File: src/rtl/pkt_formatter_if.sv
// Handshake bundle between the packet formatter, its upstream FIFO
// and the downstream arbiter/consumer.
interface pkt_formatter_if #(
    parameter int DW            = 32,
    parameter int FIFO_PTR_WIDE = 3
);
    logic [3:0]             pkt_len;
    logic [FIFO_PTR_WIDE:0] fifo_slack;
    logic                   downlink_ready;
    logic [DW-1:0]          fifo_rdata;
    logic                   fifo_rd_en;
    logic                   fmt_req;
    logic                   fmt_grant;
    logic                   fmt_valid;
    logic                   fmt_start;
    logic                   fmt_end;
    logic [DW-1:0]          fmt_data;
    logic [3:0]             fmt_length;
    logic [15:0]            pkt_cnt;
    logic                   err_underflow;

    modport master (
        input  pkt_len, fifo_slack, downlink_ready, fifo_rdata, fmt_grant,
        output fifo_rd_en, fmt_req, fmt_valid, fmt_start, fmt_end,
        output fmt_data, fmt_length, pkt_cnt, err_underflow
    );

    modport slave (
        output pkt_len, fifo_slack, downlink_ready, fifo_rdata, fmt_grant,
        input  fifo_rd_en, fmt_req, fmt_valid, fmt_start, fmt_end,
        input  fmt_data, fmt_length, pkt_cnt, err_underflow
    );
endinterface

File: src/rtl/pkt_formatter.sv
// Packet formatter: waits for enough FIFO words, requests a slot,
// then streams a framed packet of fmt_length words downstream.
module pkt_formatter #(
    parameter int DW            = 32,
    parameter int FIFO_PTR_WIDE = 3,
    parameter int MAX_CNT       = 8
) (
    input  logic             clk,
    input  logic             rst_n,
    pkt_formatter_if.master  bus
);
    typedef enum logic [1:0] {IDLE, WAIT, SEND, LAST} state_t;

    localparam int OW = FIFO_PTR_WIDE + 2;
    localparam logic [3:0] MAXL = 4'(MAX_CNT);

    state_t      state;
    logic [3:0]  beat;
    logic [3:0]  len_q;
    logic [15:0] cnt;
    logic        req_q;
    logic        valid_q;
    logic        start_q;
    logic        end_q;
    logic        err_q;

    logic [OW-1:0] occ;
    logic [3:0]    len_eff;
    logic          start_ok;
    logic          rd;
    logic          last_rd;

    assign occ      = OW'(MAX_CNT) - OW'(bus.fifo_slack);
    assign len_eff  = (bus.pkt_len > MAXL) ? MAXL : bus.pkt_len;
    assign start_ok = (len_eff != 4'd0) && (int'(occ) >= int'(len_eff));
    assign rd       = (state == SEND) && bus.downlink_ready;
    assign last_rd  = rd && ((beat + 4'd1) == len_q);

    always_ff @(posedge clk or negedge rst_n) begin
        if (!rst_n) begin
            state   <= IDLE;
            beat    <= 4'd0;
            len_q   <= 4'd0;
            cnt     <= 16'd0;
            req_q   <= 1'b0;
            valid_q <= 1'b0;
            start_q <= 1'b0;
            end_q   <= 1'b0;
            err_q   <= 1'b0;
        end else begin
            // Read data arrives one cycle after the strobe, so framing lags too
            valid_q <= rd;
            start_q <= rd && (beat == 4'd0);
            end_q   <= last_rd;
            unique case (state)
                IDLE: begin
                    if (start_ok) begin
                        state <= WAIT;
                        len_q <= len_eff;
                        req_q <= 1'b1;
                        beat  <= 4'd0;
                    end
                end
                WAIT: begin
                    if (bus.fmt_grant) begin
                        state <= SEND;
                        req_q <= 1'b0;
                    end
                end
                SEND: begin
                    if (rd) begin
                        beat <= beat + 4'd1;
                        if (last_rd) state <= LAST;
                    end else begin
                        err_q <= 1'b1;
                    end
                end
                LAST: begin
                    state <= IDLE;
                    beat  <= 4'd0;
                    cnt   <= cnt + 16'd1;
                end
                default: state <= IDLE;
            endcase
        end
    end

    assign bus.fifo_rd_en    = rd;
    assign bus.fmt_req       = req_q;
    assign bus.fmt_valid     = valid_q;
    assign bus.fmt_start     = start_q;
    assign bus.fmt_end       = end_q;
    assign bus.fmt_data      = valid_q ? bus.fifo_rdata : '0;
    assign bus.fmt_length    = len_q;
    assign bus.pkt_cnt       = cnt;
    assign bus.err_underflow = err_q;
endmodule

File: src/flat_wrapper.sv
// flat-port wrapper written by rule: the top's interface ports become plain ports
module pkt_formatter_flat 
#(
    parameter int DW            = 32,
    parameter int FIFO_PTR_WIDE = 3,
    parameter int MAX_CNT       = 8
)
  (clk, rst_n, bus_pkt_len, bus_fifo_slack, bus_downlink_ready, bus_fifo_rdata, bus_fmt_grant, bus_fifo_rd_en, bus_fmt_req, bus_fmt_valid, bus_fmt_start, bus_fmt_end, bus_fmt_data, bus_fmt_length, bus_pkt_cnt, bus_err_underflow);
  pkt_formatter_if #(.DW(DW), .FIFO_PTR_WIDE(FIFO_PTR_WIDE)) bus_i ();
  input  logic clk;
  input  logic rst_n;
  input wire logic [$bits(bus_i.pkt_len)-1:0] bus_pkt_len;
  input wire logic [$bits(bus_i.fifo_slack)-1:0] bus_fifo_slack;
  input wire logic [$bits(bus_i.downlink_ready)-1:0] bus_downlink_ready;
  input wire logic [$bits(bus_i.fifo_rdata)-1:0] bus_fifo_rdata;
  input wire logic [$bits(bus_i.fmt_grant)-1:0] bus_fmt_grant;
  output wire logic [$bits(bus_i.fifo_rd_en)-1:0] bus_fifo_rd_en;
  output wire logic [$bits(bus_i.fmt_req)-1:0] bus_fmt_req;
  output wire logic [$bits(bus_i.fmt_valid)-1:0] bus_fmt_valid;
  output wire logic [$bits(bus_i.fmt_start)-1:0] bus_fmt_start;
  output wire logic [$bits(bus_i.fmt_end)-1:0] bus_fmt_end;
  output wire logic [$bits(bus_i.fmt_data)-1:0] bus_fmt_data;
  output wire logic [$bits(bus_i.fmt_length)-1:0] bus_fmt_length;
  output wire logic [$bits(bus_i.pkt_cnt)-1:0] bus_pkt_cnt;
  output wire logic [$bits(bus_i.err_underflow)-1:0] bus_err_underflow;
  assign bus_i.pkt_len = bus_pkt_len;
  assign bus_i.fifo_slack = bus_fifo_slack;
  assign bus_i.downlink_ready = bus_downlink_ready;
  assign bus_i.fifo_rdata = bus_fifo_rdata;
  assign bus_i.fmt_grant = bus_fmt_grant;
  assign bus_fifo_rd_en = bus_i.fifo_rd_en;
  assign bus_fmt_req = bus_i.fmt_req;
  assign bus_fmt_valid = bus_i.fmt_valid;
  assign bus_fmt_start = bus_i.fmt_start;
  assign bus_fmt_end = bus_i.fmt_end;
  assign bus_fmt_data = bus_i.fmt_data;
  assign bus_fmt_length = bus_i.fmt_length;
  assign bus_pkt_cnt = bus_i.pkt_cnt;
  assign bus_err_underflow = bus_i.err_underflow;
  pkt_formatter #(.DW(DW), .FIFO_PTR_WIDE(FIFO_PTR_WIDE), .MAX_CNT(MAX_CNT)) u_core (.clk(clk), .rst_n(rst_n), .bus(bus_i));
endmodule
File: config.mk
export PLATFORM = sky130hd
export DESIGN_NAME = pkt_formatter_flat
export DESIGN_NICKNAME = d
export VERILOG_FILES = /design/src/rtl/pkt_formatter_if.sv /design/src/rtl/pkt_formatter.sv /design/src/flat_wrapper.sv
export SDC_FILE = /design/constraint.sdc
export NUM_CORES = 1
export LEC_CHECK = 0
export CORE_ASPECT_RATIO = 0.5
export CORE_UTILIZATION = 40
export CTS_BUF_LIST = sky130_fd_sc_hd__clkbuf_8
export DETAILED_ROUTE_END_ITERATION = 8
export HOLD_SLACK_MARGIN = 0.05
export PLACE_DENSITY = 0.83
export REMOVE_ABC_BUFFERS = 1
export SYNTH_ARGS = -nofsm -noshare
export SYNTH_HDL_FRONTEND = slang
export SYNTH_SLANG_ARGS = --single-unit
File: constraint.sdc
create_clock -name clk -period 5.5 [get_ports clk]
set_clock_uncertainty 0.15 [all_clocks]
set_input_delay 0.55 -clock clk [delete_from_list [all_inputs] [get_ports clk]]
set_output_delay 0.55 -clock clk [all_outputs]
set_load 0.02 [all_outputs]
==> results.yml <==
yosys:
  yosysUniqueCellTypes: 34
  synth_edf_count: 0
  ys_async_sr_fraction: 1.00
  yosys_warnings: 0
  synth-main-ff-cell: "dfrtp_1"
  ys_ff_latch: 31
  syn-instance-count: 183
  seq_area_frac_synth: 0.421
  syn_avg_cell_area_um2: 10.1
  synth_area_um2: 1840
timing:
  worstMarginPinSlew_ps: 640
  hold_viol_final: 0
  layout_min_cycle_time_ps: 2810
  setup_viol: 0
  drv_slew: 0
  period_share: 0.512
  setup_tns_ps: 0
  rsz0062_at_grt: "false"
  maxSlewHeadroom: 0.573
  timing.fmax_ghz: 0.355
outcome:
  status: "finished, violations left"
  violations: "design-rule violations"
critical_path:
  cpMostUsedCell: "ha_1"
  crit_start: "bus_fifo_slack[0]"
  path_max_fanout: 7
  slowest_delay_ps: 470
  path_cells: "clkdlybuf4s50_1, inv_1, ha_1, xnor2_1, ha_1, a21o_1, a31oi_1, o221ai_2, and2_1, a32o_1"
  reg2reg_depth: 7
  crit_type: "in2reg"
  critPathSlowestCell: "clkdlybuf4s50_1"
  crit_required_ps: 5520
  end_kind: "flip-flop"
  cp.arrival_ps: 2830
  crit_buf_inv: 2
  ff2ff_setup_slack_ps: 3110
  r2r_start: "u_core.state[0]"
  cp-start-kind: "primary input"
  crit_family: "compound AO/OA/AOI/OAI gates"
  r2r_end: "u_core.state[1]"
routing:
  drt-met1-wl_mm: 1.87
  highest_layer: "met4"
  drc_errors: 10
  first_iter_violations: 81
  final_antenna_net_count: 0
  dr.pass1.iters: 6
  wl_met3_um: 328
  drt-total-wl_mm: 4.65
  dr_wl_met2_mm: 2.39
  route.vias.total: 1661
  vias_per_cell: 4.80
  routedWlPerCell_um: 13.4
clock_network:
  cts_setup_buffers: 0
  clk_path_buf_depth: 2
  cts-root-buf: "clkbuf_8"
  clock_sinks: 31
  cts_hold_buffers: 0
  cts_resized: 0
  h-tree-depth: 2
  clk_pin_slew_worst_paths_ps: 60
  cts_made_buffers: 5
  insertion_delay_ps: 280
  cts_tree: "done"
worst_hold_path:
  hold_path_end: "u_core.bus.pkt_cnt[15]"
  min_from: "u_core.bus.pkt_cnt[15]"
  hold_class: "reg2reg"
  hold_depth: 1
layout:
  final_area_um2: 3010
  nNetsFinal: 344
  antenna_cells: 0
  utilization: 0.684
  syn2layout_area_growth_pct: 63.6
  drive_above_1_share: 0.0588
grt:
  grt_use_total: 0.206
  grt_pass1_vias: 1633
  grt_max_degree: 34
  grt_pass1_wl_mm: 7.78
  grt_antenna_before_repair: 0
  overflow: 0
pwr:
  intPower_uw: 691
  pwr-share-comb: 0.514
  p_sw_uw: 429
  p_leak_uw: 0.00129
  p_sw_frac: 0.383
  p_clk_frac: 0.169
  p_total_uw: 1120
  irDropWorstVdd_v: 0.000193
  seq_power_share: 0.317
  p_per_area_nw_per_um2: 372
place:
  dpl.hpwl_mm: 3.75
  dpl_cell_area_um2: 2910
  place.gp.congestion: 0.767
  io_buffer_count: 101
floorplan:
  initial_core_util: 0.418
  num_rows: 17
  pin_count: 102
  die_w_um: 98.0
  die_h_um: 50.0
  coreArea_um2: 4400
  die_area_um2: 4900
flow_run:
  cap_violations: 0
worst max-delay path by stage:
stage                                     endpoint  slack, ps  cells past startpoint
after floorplan           u_core.bus.fmt_length[0]       3050                      9
after global placement    u_core.bus.fmt_length[3]       2470                     10
after detailed placement            u_core.beat[2]       2410                     10
after CTS                           u_core.beat[2]       2710                     10
after global routing                u_core.beat[2]       2560                     10
final                               u_core.beat[2]       2690                     10
power groups by stage:
stage / Sequential, uW / Clock, uW / Combinational, uW
detailed placement: 360 / 0 / 576
finish: 355 / 190 / 576
floorplan: 394 / 0 / 287
CTS: 356 / 193 / 580
global route: 371 / 203 / 619
global placement: 357 / 0 / 559
cell type report:
cell class	instances	area, um2
flip-flops and latches	31	776
clock inverters	1	3.75
clock buffers	7	96.3
fillers	356	1390
repair buffers	102	1020
well taps	57	71.3
multi-input cells	136	1000
inverters	12	45.0
Yosys cell counts (2+ instances only):
cell,n,area share
mux2_2,3,0.018
xnor2_1,15,0.071
and2_1,34,0.12
clkbuf_1,3,0.0061
o211ai_1,2,0.0081
nor2b_1,2,0.0068
inv_1,12,0.024
ha_1,12,0.082
nand4_1,7,0.024
nand2b_1,3,0.010
a21oi_1,3,0.0081
and3_1,3,0.010
nor3_1,4,0.011
dfrtp_1,31,0.42
nand2_1,11,0.022
o21ai_0,2,0.0054
nor2_1,4,0.0081
xor2_1,7,0.033
nand3_1,7,0.019
a21o_1,2,0.0081
mux2i_1,3,0.016
worst reg2reg max path, delay by kind of cell, from the launching register on:
| family | cells | cell delay, ps |
|---|---|---|
| AND/OR/NAND/NOR | 2 | 330 |
| adder cells (fa/ha/maj) | 1 | 350 |
| AO/OA/AOI/OAI | 2 | 630 |
| flip-flops | 1 | 400 |
| buffers and inverters | 1 | 110 |
| multiplexers | 1 | 310 |
layout by cell type (no fill, tap or decap), drive strengths merged:
master,netlist,final
o22ai,1,1
xnor2,15,15
o211ai,3,3
ha,12,12
nor3b,1,1
xor2,7,7
nor2,4,4
and2,34,34
nand3,7,7
nor4,1,1
dfrtp,31,31
inv,12,13
nand2b,3,3
a21oi,3,3
o221ai,1,1
or2b,1,1
nor3,4,4
a21o,2,2
and3,3,3
mux2i,3,3
a32o,1,1
a31oi,1,1
buf,1,1
o2bb2ai,1,1
nand4,7,7
clkdlybuf4s50,0,101
nand2,11,11
a2111oi,1,1
mux2,4,4
o21ai,3,3
nor2b,2,2
clkbuf,3,7
per-layer routing:
metal | track usage | vias to the layer above
met1 | 0.236 | 775
met5 | 0 | -
li1 | - | 826
met2 | 0.377 | 53
met3 | 0.0496 | 7
met4 | 0.0808 | 0
registers in the layout, summed over array words and instances, names as in the netlist:
signal	cells
u_core.beat	4
u_core.bus.fmt_end	1
u_core.bus.fmt_req	1
u_core.state	2
u_core.bus.err_underflow	1
u_core.bus.pkt_cnt	16
u_core.bus.fmt_length	4
u_core.bus.fmt_start	1
u_core.bus.fmt_valid	1
kinds of logic (layout without fill, tap and decap cells):
group,Yosys count,after routing,share of synthesized area
compound gates,17,17,0.0727
xor+xnor,22,22,0.105
fa+ha+maj,12,12,0.0815
buf+inv,16,122,0.0346
flops,31,31,0.421
mux,7,7,0.0428
simple gates,78,78,0.243
stage by stage:
stage	hold WS (ps)	setup WS, ps	cells
floorplan	104	3050	179
global placement	304	2470	338
detailed placement	314	2410	338
CTS	326	2710	346
global route	360	2560	346
finish	321	2690	346
Note: power is estimated with default switching activity, not from simulation.
